===== config.mk =====
export PLATFORM = sky130hd
export DESIGN_NAME = cacheline_adaptor
export DESIGN_NICKNAME = d
export VERILOG_FILES = /design/src/rtl/cacheline_adaptor_pkg.sv /design/src/rtl/cacheline_adaptor.sv
export SDC_FILE = /design/constraint.sdc
export NUM_CORES = 1
export LEC_CHECK = 0
export BUFFER_PORTS_ARGS = -buffer_cell sky130_fd_sc_hd__buf_2
export CORE_AREA = 2 2 277 279
export CTS_CLUSTER_DIAMETER = 30
export DETAILED_ROUTE_END_ITERATION = 6
export DIE_AREA = 0 0 279 281
export SLEW_MARGIN = 25
export SYNTH_ARGS = -nofsm -noshare
export SYNTH_HDL_FRONTEND = slang
export SYNTH_SLANG_ARGS = --single-unit
export TNS_END_PERCENT = 100

===== constraint.sdc =====
create_clock -name clk -period 6.5 [get_ports clk]
set_input_delay 1.3 -clock clk [delete_from_list [all_inputs] [get_ports clk]]
set_output_delay 1.3 -clock clk [all_outputs]
set_load 0.02 [all_outputs]

===== src/rtl/cacheline_adaptor_pkg.sv =====
// Shared types and sizing for the cacheline <-> burst adaptor.
package cacheline_adaptor_pkg;

  localparam int LINE_W      = 256;
  localparam int BEAT_W      = 64;
  localparam int BEATS       = LINE_W / BEAT_W;
  localparam int ADDR_W      = 32;
  localparam int OFFSET_BITS = 5;
  localparam int CNT_W       = $clog2(BEATS);

  typedef enum logic [1:0] {
    IDLE  = 2'd0,
    READ  = 2'd1,
    WRITE = 2'd2,
    RESP  = 2'd3
  } state_e;

endpackage


===== src/rtl/cacheline_adaptor.sv =====
// Cacheline adaptor: turns one 256-bit line request into a four-beat 64-bit
// memory burst. Read beats are assembled into the line buffer. Write lines
// are sliced out of the same buffer. Every output comes from a register, or
// from a mux of registers, so no input reaches an output in the same cycle.
module cacheline_adaptor
  import cacheline_adaptor_pkg::*;
(
  input  logic              clk,
  input  logic              rst,
  input  logic [LINE_W-1:0] line_i,
  input  logic [ADDR_W-1:0] address_i,
  input  logic              read_i,
  input  logic              write_i,
  output logic [LINE_W-1:0] line_o,
  output logic              resp_o,
  input  logic [BEAT_W-1:0] burst_i,
  output logic [BEAT_W-1:0] burst_o,
  output logic [ADDR_W-1:0] address_o,
  output logic              read_o,
  output logic              write_o,
  input  logic              resp_i
);

  state_e             r_state;
  state_e             w_state_nxt;
  logic [CNT_W-1:0]   r_cnt;
  logic [LINE_W-1:0]  r_buf;
  logic [ADDR_W-1:0]  r_addr;
  logic               w_last_beat;

  // The final beat is the strobe that arrives while the counter sits on BEATS-1.
  assign w_last_beat = resp_i && (r_cnt == CNT_W'(BEATS - 1));

  // State register.
  always_ff @(posedge clk) begin
    if (rst) r_state <= IDLE;
    else     r_state <= w_state_nxt;
  end

  // Next-state logic. A write wins over a read when both arrive in IDLE.
  always_comb begin
    w_state_nxt = r_state;
    case (r_state)
      IDLE: begin
        if (write_i)     w_state_nxt = WRITE;
        else if (read_i) w_state_nxt = READ;
      end
      READ:    if (w_last_beat) w_state_nxt = RESP;
      WRITE:   if (w_last_beat) w_state_nxt = RESP;
      RESP:    w_state_nxt = IDLE;
      default: w_state_nxt = IDLE;
    endcase
  end

  // Datapath: latch the request in IDLE, then advance the beat counter on each strobe.
  always_ff @(posedge clk) begin
    if (rst) begin
      r_cnt  <= '0;
      r_buf  <= '0;
      r_addr <= '0;
    end else begin
      case (r_state)
        IDLE: begin
          if (write_i || read_i) begin
            r_addr <= {address_i[ADDR_W-1:OFFSET_BITS], {OFFSET_BITS{1'b0}}};
            r_cnt  <= '0;
          end
          if (write_i) r_buf <= line_i;
        end
        READ: begin
          if (resp_i) begin
            r_buf[r_cnt*BEAT_W +: BEAT_W] <= burst_i;
            r_cnt                         <= r_cnt + 1'b1;
          end
        end
        WRITE: begin
          if (resp_i) r_cnt <= r_cnt + 1'b1;
        end
        default: ;
      endcase
    end
  end

  assign read_o    = (r_state == READ);
  assign write_o   = (r_state == WRITE);
  assign resp_o    = (r_state == RESP);
  assign line_o    = r_buf;
  assign address_o = r_addr;
  assign burst_o   = r_buf[r_cnt*BEAT_W +: BEAT_W];

endmodule


; ---- After elaboration in Yosys (flattened, before gate mapping)
; Cells that the tools add are included.
[op_classes]
addsub = 2
eq_ne = 10
shifts = 3
muxes = 11
reduce_logical = 10
[op_table]
columns = op, count
row1 = $mux W256, 2
row2 = $pmux W256 S2, 1
row3 = $bwmux W256, 1
row4 = $shift A64 B34 Y256 const A, 1
row5 = $shiftx A256 B9 Y64, 1
row6 = $shiftx A64 B34 Y256, 1
row7 = $neg A8 Y34, 1
row8 = $mux W2, 5
row9 = $eq A2 B2 Y1 const B, 3
row10 = $ne A2 B1 Y1 const B, 3
row11 = $pmux W2 S3, 1
row12 = $reduce_and A3 Y1, 2
row13 = $ne A2 B2 Y1 const B, 2
row14 = $pmux W2 S2, 1
row15 = $reduce_and A2 Y1, 2
row16 = $reduce_bool A2 Y1, 2
row17 = $ne A3 B3 Y1 const B, 1
row18 = $add A2 B1 Y2 const B, 1
row19 = $eq A2 B1 Y1 const B, 1
row20 = $logic_not A2 Y1, 1
row21 = $reduce_or A2 Y1, 1
row22 = $logic_and A1 B1 Y1, 1
row23 = $logic_or A1 B1 Y1, 1
[totals]
regBits = 287
elab_cells = 40

; ---- Depth between registers and ports, before layout
; Gate-level depths: netlist of the first run.
[depth]
depth_word = 5
ltp_mapped = 10
depth_no_buf = 5

; ---- Worst setup path before layout of the first run
; Ideal clock, no wire load.
[synth_timing]
kind = register to output
startpoint = reg r_cnt[0]
endpoint = out burst_o[0]
arrival_time_ns = 1.584
t_required_ns = 5.200
setup_slack_ns = 3.616
path_stages_with_launch = 5
n_path_buf = 3
cell_sequence = dfxtp_1 buf_2 buf_2 buf_4 mux4_2
[synth_between]
elab_chain_cells = 1
[synth_rtl]
columns = element, line_no
row1 = "start, declared", cacheline_adaptor.sv:26  ; logic [CNT_W-1:0] r_cnt;
row2 = "start signal, assigned", cacheline_adaptor.sv:73  ; r_cnt <= r_cnt + 1'b1;
row3 = "start signal, assigned", cacheline_adaptor.sv:77  ; if (resp_i) r_cnt <= r_cnt + 1'b1;
row4 = $shiftx A256 B9 Y64, cacheline_adaptor.sv:89  ; assign burst_o = r_buf[r_cnt*BEAT_W +: BEAT_W];
row5 = "end, declared", cacheline_adaptor.sv:17  ; output logic [BEAT_W-1:0] burst_o,
; No other way between the ends.

; ---- Worst setup path in the final report of the first run
[layout_timing]
startpoint = reg r_cnt[0]
endpoint = out burst_o[29]
; The elaborated chain is that of the path after synthesis.

==> metrics, run 1 <==
critical path cell sequence=buf_16, buf_4, mux4_2, buf_2; post-route setup slack=2.12 ns; HPWL Detailed=56900 µm; Top FF cell, synth=dfxtp_1; FFs w/ async S/R, synth=0; initial antenna violation count=22; Yosys cell types=31; post-route total power=14200 µW; Fin. Hold Viols=0; Worst Setup Start Kind=register; first-pass GRT wire length=123000 µm; FP Rows=101; final instance area=24000 µm²; DRT iter0 DRCs=1257; Nets=2695; Setup Skew=0.0202 ns; fmax=0.228 GHz; routability-driven placement congestion ratio=0.844; DR WL/cell=25.9 µm; Clock Tree Buf Depth=3; Place WS=2.20 ns; total grt overflow=0; Tmin final=4.38 ns; maxcap violations=0; core footprint=75400 µm²; Die Wd=279 µm; vias per cell=5.39; Setup crit end kind=output pin; Die Area=78400 µm²; peak fanout along the critical path=29; synthesis-to-layout area growth=38.6%; number of synthesized flops with an enable pin=0; clock-pin slew on the worst setup and hold paths=0.04 ns; DRC viols=0; Slew @ Worst Pin=1.07 ns; Crit path max-delay family=buffers and inverters; Peak VDD IR=0.000268 V; max incr delay on CP=0.64 ns; synthesized area per cell=9.89 µm²; Clock Latency Late Sink=0.61 ns; vias in the first global route=18100; Worst path slowest cell=dfxtp_4; vias=18300; effective utilization at floorplan=0.229; Setup Fix Bufs, Post-CTS=0; cts repair resizes=0; pin count of the biggest net entering global routing=185; period utilisation layout=0.674; setup violators final=0; Antenna Nets Post-Route=0; Port Buffers=701; I/O pins=712; Die Y=281 µm; Bufs and invs on worst path=3; Slew headroom=0.290; CTS buffer count=83; required time of the worst setup path=5.20 ns; Final Util=0.318; Root Buffer=clkbuf_16; worst endpoint data arrival time=3.08 ns; yosys warns=0; register area share after synthesis=0.332; outcome=finished clean; detailed-route wire length=87600 µm; Pleak=0.00942 µW; kind of critical path=reg2out; Cell Area, Synth=17300 µm²; r2r setup slk=2.20 ns; Slew Limit Fails=0; clock sinks=287; RSZ-0062 raised after global routing=false; hold crit path type=reg2reg; layout cells sized above 1=0.501; Mapped Cells=1748; Post-CTS Hold Buffers=0; pwr dens=591 nW/µm²; GRT Util Overall=0.211; setup TNS=0 ns; CTS tree=yes; #FFs+latches synth=287; TritonRoute pass-1 iters=5; H-tree Lvls=3; Placed Area=21200 µm²
worst register-to-register path, delay by kind of cell, from the launching register on:
family	cells	cell delay (ns)
and+or+nand+nor	2	0.51
buffers and inverters	5	2.37
adders and majority gates	1	0.41
DFF	1	0.64
AOI/OAI and AO/OA	1	0.27
cells in the final DEF, fill, tap and decap left out, types with 2 or more instances in the layout:
cell / count
a21bo_4: 4
a21oi_1: 288
a311oi_1: 17
a311oi_2: 240
and2_4: 4
buf_12: 4
buf_2: 700
buf_4: 24
buf_6: 2
bufinv_16: 3
clkbuf_1: 10
clkbuf_16: 83
clkbuf_8: 18
clkinv_2: 20
clkinv_4: 2
clkinvlp_4: 5
conb_1: 5
dfxtp_1: 285
dfxtp_4: 2
diode_2: 13
ha_1: 6
ha_4: 4
inv_1: 4
inv_16: 4
inv_4: 2
inv_6: 3
mux4_2: 64
nand2_1: 55
nand2b_1: 257
nand3_1: 129
nand4_1: 128
nor2b_1: 2
nor2b_4: 3
o31ai_1: 2
or4_1: 2
routing by layer:
metal	part of all wire	vias to the layer above	track usage
met4	0.038	18	0.0951
met3	0.079	223	0.0525
met5	0.0014	-	0
met1	0.40	9065	0.259
li1	-	7972	-
met2	0.48	977	0.348
sequential cells by signal, indices dropped and copies added, names as in the netlist:
register	flops
r_state	2
address_o	27
r_cnt	2
line_o	256
cell families (layout without fill, tap and decap cells):
| kind of cell | after synthesis | count (layout) | share of synthesized area |
|---|---|---|---|
| and+or+nand+nor | 585 | 585 | 0.195 |
| AOI/OAI and AO/OA | 554 | 554 | 0.305 |
| DFF | 287 | 287 | 0.332 |
| buffers and inverters | 245 | 886 | 0.0755 |
| muxes | 66 | 66 | 0.0848 |
| adders and majority gates | 10 | 10 | 0.00724 |
| other | 1 | 18 | 0.000217 |
synth_stat cells, drive strengths merged (10+ instances only):
master,instances,area (µm²)
ha,10,125
a21oi,288,1440
nand4,128,801
clkbuf,105,394
mux4,64,1440
nand2b,257,1610
buf,136,897
nand3,129,646
dfxtp,287,5750
nand2,55,206
a311oi,257,3750
area by class of cell:
class	count	area [µm²]
Antenna cell	13	32.5
Clock buffer	111	2360
Clock inverter	39	364
Fill cell	7812	51500
Inverter	4	15.0
Multi-Input combinational cell	1220	10400
Sequential cell	287	5750
Tap cell	978	1220
Timing Repair Buffer	732	3830
final timing paths:
check / startpoint / end / cells past startpoint
worst max-delay path: r_cnt[0]$_SDFFE_PP0P_ / burst_o[29] / 4
worst min-delay path: address_o[22]$_SDFFE_PP0P_ / address_o[22]$_SDFFE_PP0P_ / 2
worst max register to register: r_cnt[0]$_SDFFE_PP0P_ / line_o[149]$_SDFFE_PP0P_ / 9
worst min register to register: address_o[22]$_SDFFE_PP0P_ / address_o[22]$_SDFFE_PP0P_ / 2
stage by stage:
stage,hold WS [ns],instances
after CTS,0.449,3371
after detailed placement,0.443,3221
final,0.450,3384
after global placement,0.440,3219
after global routing,0.469,3381
after floorplan,0.515,1752
where the power goes:
group / internal [µW] / switching (µW)
Sequential: 2510 / 776
Clock: 2660 / 1280
Combinational: 2400 / 4530
Power figures use the tool's default switching activity.
==> run 2, diff against run 1 <==
Settings changed: CORE_AREA 2 2 277 279 to 2 2 279 281, DIE_AREA 0 0 279 281 to 0 0 281 283.
Clock period 6.5 ns to 4.2 ns, I/O delays scaled along.
==> metrics, run 2 (synthesis gave the netlist of run 1 again) <==
outcome=finished clean (unchanged); GR Util met3=0.0548 (was 0.0525); pin count of the biggest net entering global routing=160 (was 185); fmax=0.273 GHz; r2r startpoint=r_cnt[0]$_SDFFE_PP0P_ (unchanged); met2 Use GR=0.340 (was 0.348); Clock Latency Late Sink=0.61 ns (about the same); Root Buffer=clkbuf_16 (unchanged); critical path cell sequence=buf_4, mux4_2, buf_2 (was buf_16, buf_4, mux4_2, buf_2); final instance count without filler cells=3463 (was 3384); core footprint=76700 µm² (was 75400 µm²); Die Y=283 µm (was 281 µm); synthesis-to-layout area growth=40.6% (was 38.6%); leading cell types in the layout, fill and taps excluded=700 x buf_2, 288 x a21oi_1, 285 x dfxtp_1 (unchanged); peak fanout along the critical path=28 (was 29); setup violators final=0 (unchanged); vias=18300 (about the same); vias per cell=5.28 (was 5.39); Slew @ Worst Pin=1.14 ns (was 1.07 ns); worst endpoint data arrival time=2.82 ns (was 3.08 ns); Worst path slowest cell=buf_4 (was dfxtp_4); total grt overflow=0 (unchanged); Fin. Hold Viols=0 (unchanged); Peak VDD IR=0.000421 V (was 0.000268 V); min-delay src=address_o[16]$_SDFFE_PP0P_ (was address_o[22]$_SDFFE_PP0P_); most common cell after layout, fill and taps aside=buf_2 (unchanged); DR WL/cell=25.2 µm (was 25.9 µm); hold crit path type=reg2reg (unchanged); Setup crit start=r_cnt[0]$_SDFFE_PP0P_ (unchanged); clock-pin slew on the worst setup and hold paths=0.04 ns (about the same); placed insts=3292 (was 3221); max incr delay on CP=0.72 ns (was 0.64 ns); Slew Limit Fails=0 (unchanged); setup TNS=0 ns (unchanged); detailed-route wire length=87200 µm (was 87600 µm); met1 usage=0.257 (was 0.259); H-tree Lvls=3 (unchanged); Die Wd=281 µm (was 279 µm); DRT iter0 DRCs=1258 (was 1257); Worst Setup Start Kind=register (unchanged); gr busiest metal=met2 (unchanged); TritonRoute pass-1 iters=5 (unchanged); Port Buffers=701 (unchanged); first-pass GRT wire length=125000 µm (was 123000 µm); Clock Tree Buf Depth=3 (unchanged); Largest register FFs=256 (unchanged); effective utilization at floorplan=0.225 (was 0.229); Slew headroom=0.237 (was 0.290); Setup Skew=0.0237 ns (was 0.0202 ns); FP Rows=102 (was 101); Setup Fix Bufs, Post-CTS=0 (unchanged); clock sinks=287 (unchanged); maxcap violations=0 (unchanged); RSZ-0062 raised after global routing=false (unchanged); required time of the worst setup path=3.36 ns (was 5.20 ns); Nets=2706 (was 2695); post-route total power=22200 µW (was 14200 µW); vias in the first global route=18400 (was 18100); kind of critical path=reg2out (unchanged); Pleak=0.00954 µW (was 0.00942 µW); GRT Util Overall=0.209 (was 0.211); Antenna Nets Post-Route=0 (unchanged); Setup crit end kind=output pin (unchanged); CTS buffer count=85 (was 83); layout cells sized above 1=0.500 (was 0.501); Tmin final=3.66 ns; period utilisation layout=0.872; CTS tree=yes (unchanged); initial antenna violation count=21 (was 22); HPWL Detailed=56500 µm (was 56900 µm); pwr dens=913 nW/µm² (was 591 nW/µm²); I/O pins=712 (unchanged); Die Area=79500 µm² (was 78400 µm²); DRC viols=0 (unchanged); Layout fillers=8039 (was 7812); smallest hold slack=0.449 ns (was 0.450 ns); Final Util=0.317 (was 0.318); routability-driven placement congestion ratio=0.849 (was 0.844); cts repair resizes=0 (unchanged); Post-CTS Hold Buffers=0 (unchanged)
run 2: cell count changes in the layout (fill, tap and decap cells not counted), moves of 4 or more:
cell	before	now
clkinvlp_4	5	0
buf_12	4	11
clkbuf_1	10	18
clkbuf_8	18	22
buf_4	24	29
diode_2	13	17
clkbuf_16	83	87
run 2: area by class of cell:
type / instances / area (µm²) / share of cell area
sequential: 287 / 5750 / 0.237
clock inverter: 27 / 309 / 0.0127
timing repair buffer: 741 / 3960 / 0.163
tap: 1040 / 1300 / 0.0535
antenna: 17 / 42.5 / 0.00175
inverter: 4 / 15.0 / 0.000617
clock buffer: 127 / 2550 / 0.105
multi-input combinational: 1220 / 10400 / 0.427
run 2: metal layers:
metal	vias to the layer above	wire length, µm
met1	9047	34500
met3	244	7590
li1	7989	-
met5	-	55
met4	8	3870
met2	1000	41300
run 2: report_power, final:
group	switching, µW	internal, µW
Combinational	7080	3750
Clock	1950	4390
Sequential	1150	3890
Total	10200	12000
run 2: critical path, delay by kind of cell, from the launching register on:
kind	cells	cell delay, ns
buffers and inverters	2	0.92
DFF	1	0.64
muxes	1	0.66
run 2: stage by stage:
step / setup WS (ns) / area (µm²)
after floorplan: 1.68 / 17300
after global placement: 0.705 / 21400
after detailed placement: 0.656 / 21400
after CTS: 0.445 / 24300
after global routing: 0.384 / 24300
final: 0.536 / 24300
run 2: worst paths after layout:
kind | cells past startpoint | end | slack, ns
setup / recovery | 3 | burst_o[34] | 0.54
hold / removal | 2 | address_o[16]$_SDFFE_PP0P_ | 0.45
setup reg to reg | 6 | line_o[72]$_SDFFE_PP0P_ | 0.73
hold reg to reg | 2 | address_o[16]$_SDFFE_PP0P_ | 0.45
==> run 3, diff against run 2 <==
Settings changed: ABC_AREA set to 1, CORE_AREA 2 2 279 281 to 2 2 277 279, DIE_AREA 0 0 281 283 to 0 0 279 281, GPL_ROUTABILITY_DRIVEN set to 0.
==> metrics, run 3 <==
outcome=finished clean (unchanged); Pleak=0.0142 µW (was 0.00954 µW); leading cell types in the layout, fill and taps excluded=1330 x nand2_1, 701 x buf_2, 587 x nor2_1 (was 700 x buf_2, 288 x a21oi_1, 285 x dfxtp_1); most common cell after layout, fill and taps aside=nand2_1 (was buf_2); Setup crit end kind=output pin (unchanged); clock-pin slew on the worst setup and hold paths=0.04 ns (about the same); Clock Latency Late Sink=0.60 ns (was 0.61 ns); vias in the first global route=21500 (was 18400); max incr delay on CP=0.54 ns (was 0.72 ns); power share of the sequential group=0.190 (was 0.227); core footprint=75400 µm² (was 76700 µm²); DRT iter0 DRCs=1740 (was 1258); synthesis-to-layout area growth=40.9% (was 40.6%); most frequent cell after synthesis=nand2_1 (was a21oi_1); peak fanout along the critical path=65 (was 28); clock share of power=0.320 (was 0.285); TritonRoute pass-1 iters=6 (was 5); GRT Util Overall=0.213 (was 0.209); Comb pwr share=0.490 (was 0.488); critical path cell sequence=inv_6, buf_4, o21ai_0, a21oi_1, a21oi_1, buf_2 (was buf_4, mux4_2, buf_2); number of synthesized flops with an enable pin=0 (unchanged); Root Buffer=clkbuf_16 (unchanged); period utilisation layout=0.847 (was 0.872); #FFs+latches synth=287 (unchanged); top post-synthesis cells by area=dfxtp_1 31%, nand2_1 27%, nor2_1 12% (was dfxtp_1 33%, a311oi_2 21%, nand2b_1 9.3%); Bufs and invs on worst path=3 (was 2); Port Buffers=701 (unchanged); effective utilization at floorplan=0.245 (was 0.225); CTS buffer count=92 (was 85); DR WL/cell=17.7 µm (was 25.2 µm); Hold Path Depth=3 (was 2); detailed-route wire length=88100 µm (was 87200 µm); Setup Fix Bufs, Post-CTS=0 (unchanged); r2r setup slk=1.01 ns (was 0.73 ns); pwr dens=880 nW/µm² (was 913 nW/µm²); Slew Limit Fails=0 (unchanged); Crit path depth=6 (was 3); layout cells sized above 1=0.229 (was 0.500); register area share after synthesis=0.311 (was 0.332); maxcap violations=0 (unchanged); H-tree Lvls=3 (unchanged); kind of critical path=reg2out (unchanged); FFs w/ async S/R, synth=0 (unchanged); Switch Pwr=10800 µW (was 10200 µW); I/O pins=712 (unchanged); Nets=4272 (was 2706); Placed Area=22700 µm² (was 21400 µm²); synthesized area per cell=5.56 µm² (was 9.89 µm²); RSZ-0062 raised after global routing=false (unchanged); Clock Tree Buf Depth=3 (unchanged); worst endpoint data arrival time=2.72 ns (was 2.82 ns); Commonest cells post-synth=1330 x nand2_1, 587 x nor2_1, 287 x dfxtp_1 (was 288 x a21oi_1, 287 x dfxtp_1, 257 x nand2b_1); setup violators final=0 (unchanged); Yosys cell types=18 (was 31); DRC viols=0 (unchanged); Cell Area, Synth=18500 µm² (was 17300 µm²); Fin. Hold Viols=0 (unchanged); Largest register FFs=256 (unchanged); R2R cell count=9 (was 6); Slew headroom=0.319 (was 0.237); Post-CTS Hold Buffers=0 (unchanged); Die Area=78400 µm² (was 79500 µm²); Net Sw Frac=0.471 (was 0.458); initial antenna violation count=19 (was 21); HPWL Detailed=59300 µm (was 56500 µm); Die Wd=279 µm (was 281 µm); area share of the largest cell type after synthesis=0.311 (was 0.332); Peak VDD IR=0.000553 V (was 0.000421 V); Antenna Nets Post-Route=0 (unchanged); total grt overflow=0 (unchanged); Tmin final=3.56 ns (was 3.66 ns); Worst Setup Start Kind=register (unchanged); first-pass GRT wire length=130000 µm (was 125000 µm); setup TNS=0 ns (unchanged); FP Rows=101 (was 102); Die Y=281 µm (was 283 µm); largest area contributor in the netlist=dfxtp_1 (unchanged); placed insts=4788 (was 3292); Int Pwr=12100 µW (was 12000 µW); required time of the worst setup path=3.36 ns (about the same); Final Util=0.345 (was 0.317); vias per cell=4.63 (was 5.28); Top FF cell, synth=dfxtp_1 (unchanged); Worst path slowest cell=buf_4 (unchanged); Most common cell on crit path=a21oi_1; Setup Skew=0.0282 ns (was 0.0237 ns); pin count of the biggest net entering global routing=131 (was 160); fmax=0.281 GHz (was 0.273 GHz); Slew @ Worst Pin=1.02 ns (was 1.14 ns); CTS tree=yes (unchanged); yosys warns=0 (unchanged); Crit path max-delay family=buffers and inverters (unchanged); clock sinks=287 (unchanged); final instance count without filler cells=4970 (was 3463); cts repair resizes=0 (unchanged); Layout fillers=8380 (was 8039); Mapped Cells=3318 (was 1748); vias=23000 (was 18300); final instance area=26000 µm² (was 24300 µm²); hold crit path type=in2reg (was reg2reg)
==> run 3: changes by cell type after synthesis, sizes merged, moves of 9 or more <==
cell,before,now
nand2,55,1332
nor2,0,590
inv,4,273
a311oi,257,0
nand2b,257,0
o21ai,1,132
nand3b,0,128
nand4,128,0
a21oi,288,219
mux4,64,0
nand3,129,96
buf,136,145
==> run 3: worst paths after layout <==
kind                              startpoint                         end
setup / recovery       r_cnt[0]$_SDFFE_PP0P_                 burst_o[16]
hold reg to reg   address_o[13]$_SDFFE_PP0P_  address_o[13]$_SDFFE_PP0P_
hold / removal                 address_i[15]  address_o[15]$_SDFFE_PP0P_
setup reg to reg     r_state[1]$_SDFFE_PP0P_     line_o[73]$_SDFFE_PP0P_
==> run 3: layout make-up <==
type	count	area (µm²)	area share
multi-input combinational	2512	10700	0.410
sequential	287	5750	0.221
timing repair buffer	739	3980	0.153
clock buffer	126	2650	0.102
tap	978	1220	0.0470
inverter	273	1050	0.0404
clock inverter	42	648	0.0249
antenna	13	32.5	0.00125
==> run 3: stage by stage <==
step	hold WS, ns	worst slack [ns]	power [µW]
floorplan	0.500	1.83	11700
global placement	0.469	1.16	15300
detailed placement	0.472	1.12	15400
CTS	0.424	0.604	22900
global route	0.434	0.518	24300
finish	0.471	0.643	22900
==> run 3: power groups by stage <==
| stage | combinational (µW) | sequential (µW) | clock, µW |
|---|---|---|---|
| final | 11200 | 4350 | 7320 |
| after global routing | 12300 | 4450 | 7570 |
| after CTS | 11200 | 4340 | 7410 |
| after detailed placement | 11100 | 4370 | 0 |
| after global placement | 11000 | 4350 | 0 |
| after floorplan | 6390 | 5260 | 0 |
==> run 3: cell families after synthesis <==
| kind of cell | count (synthesis) | synth area share |
|---|---|---|
| compound gates | 351 | 0.0951 |
| fa+ha+maj | 10 | 0.00678 |
| buf+inv | 523 | 0.117 |
| flops | 287 | 0.311 |
| other cells | 1 | 0.000203 |
| simple gates | 2146 | 0.470 |
==> run 3: layer usage <==
| layer | track usage | routed length (µm) |
|---|---|---|
| met5 | 0 | 69 |
| met4 | 0.0805 | 2360 |
| met3 | 0.0593 | 8090 |
| met2 | 0.354 | 41200 |
| met1 | 0.263 | 36400 |
==> run 3: worst min-delay path, stage by stage <==
cell,delay [ns]
buf_2,0.09
nand2_1,0.05
a21oi_1,0.05
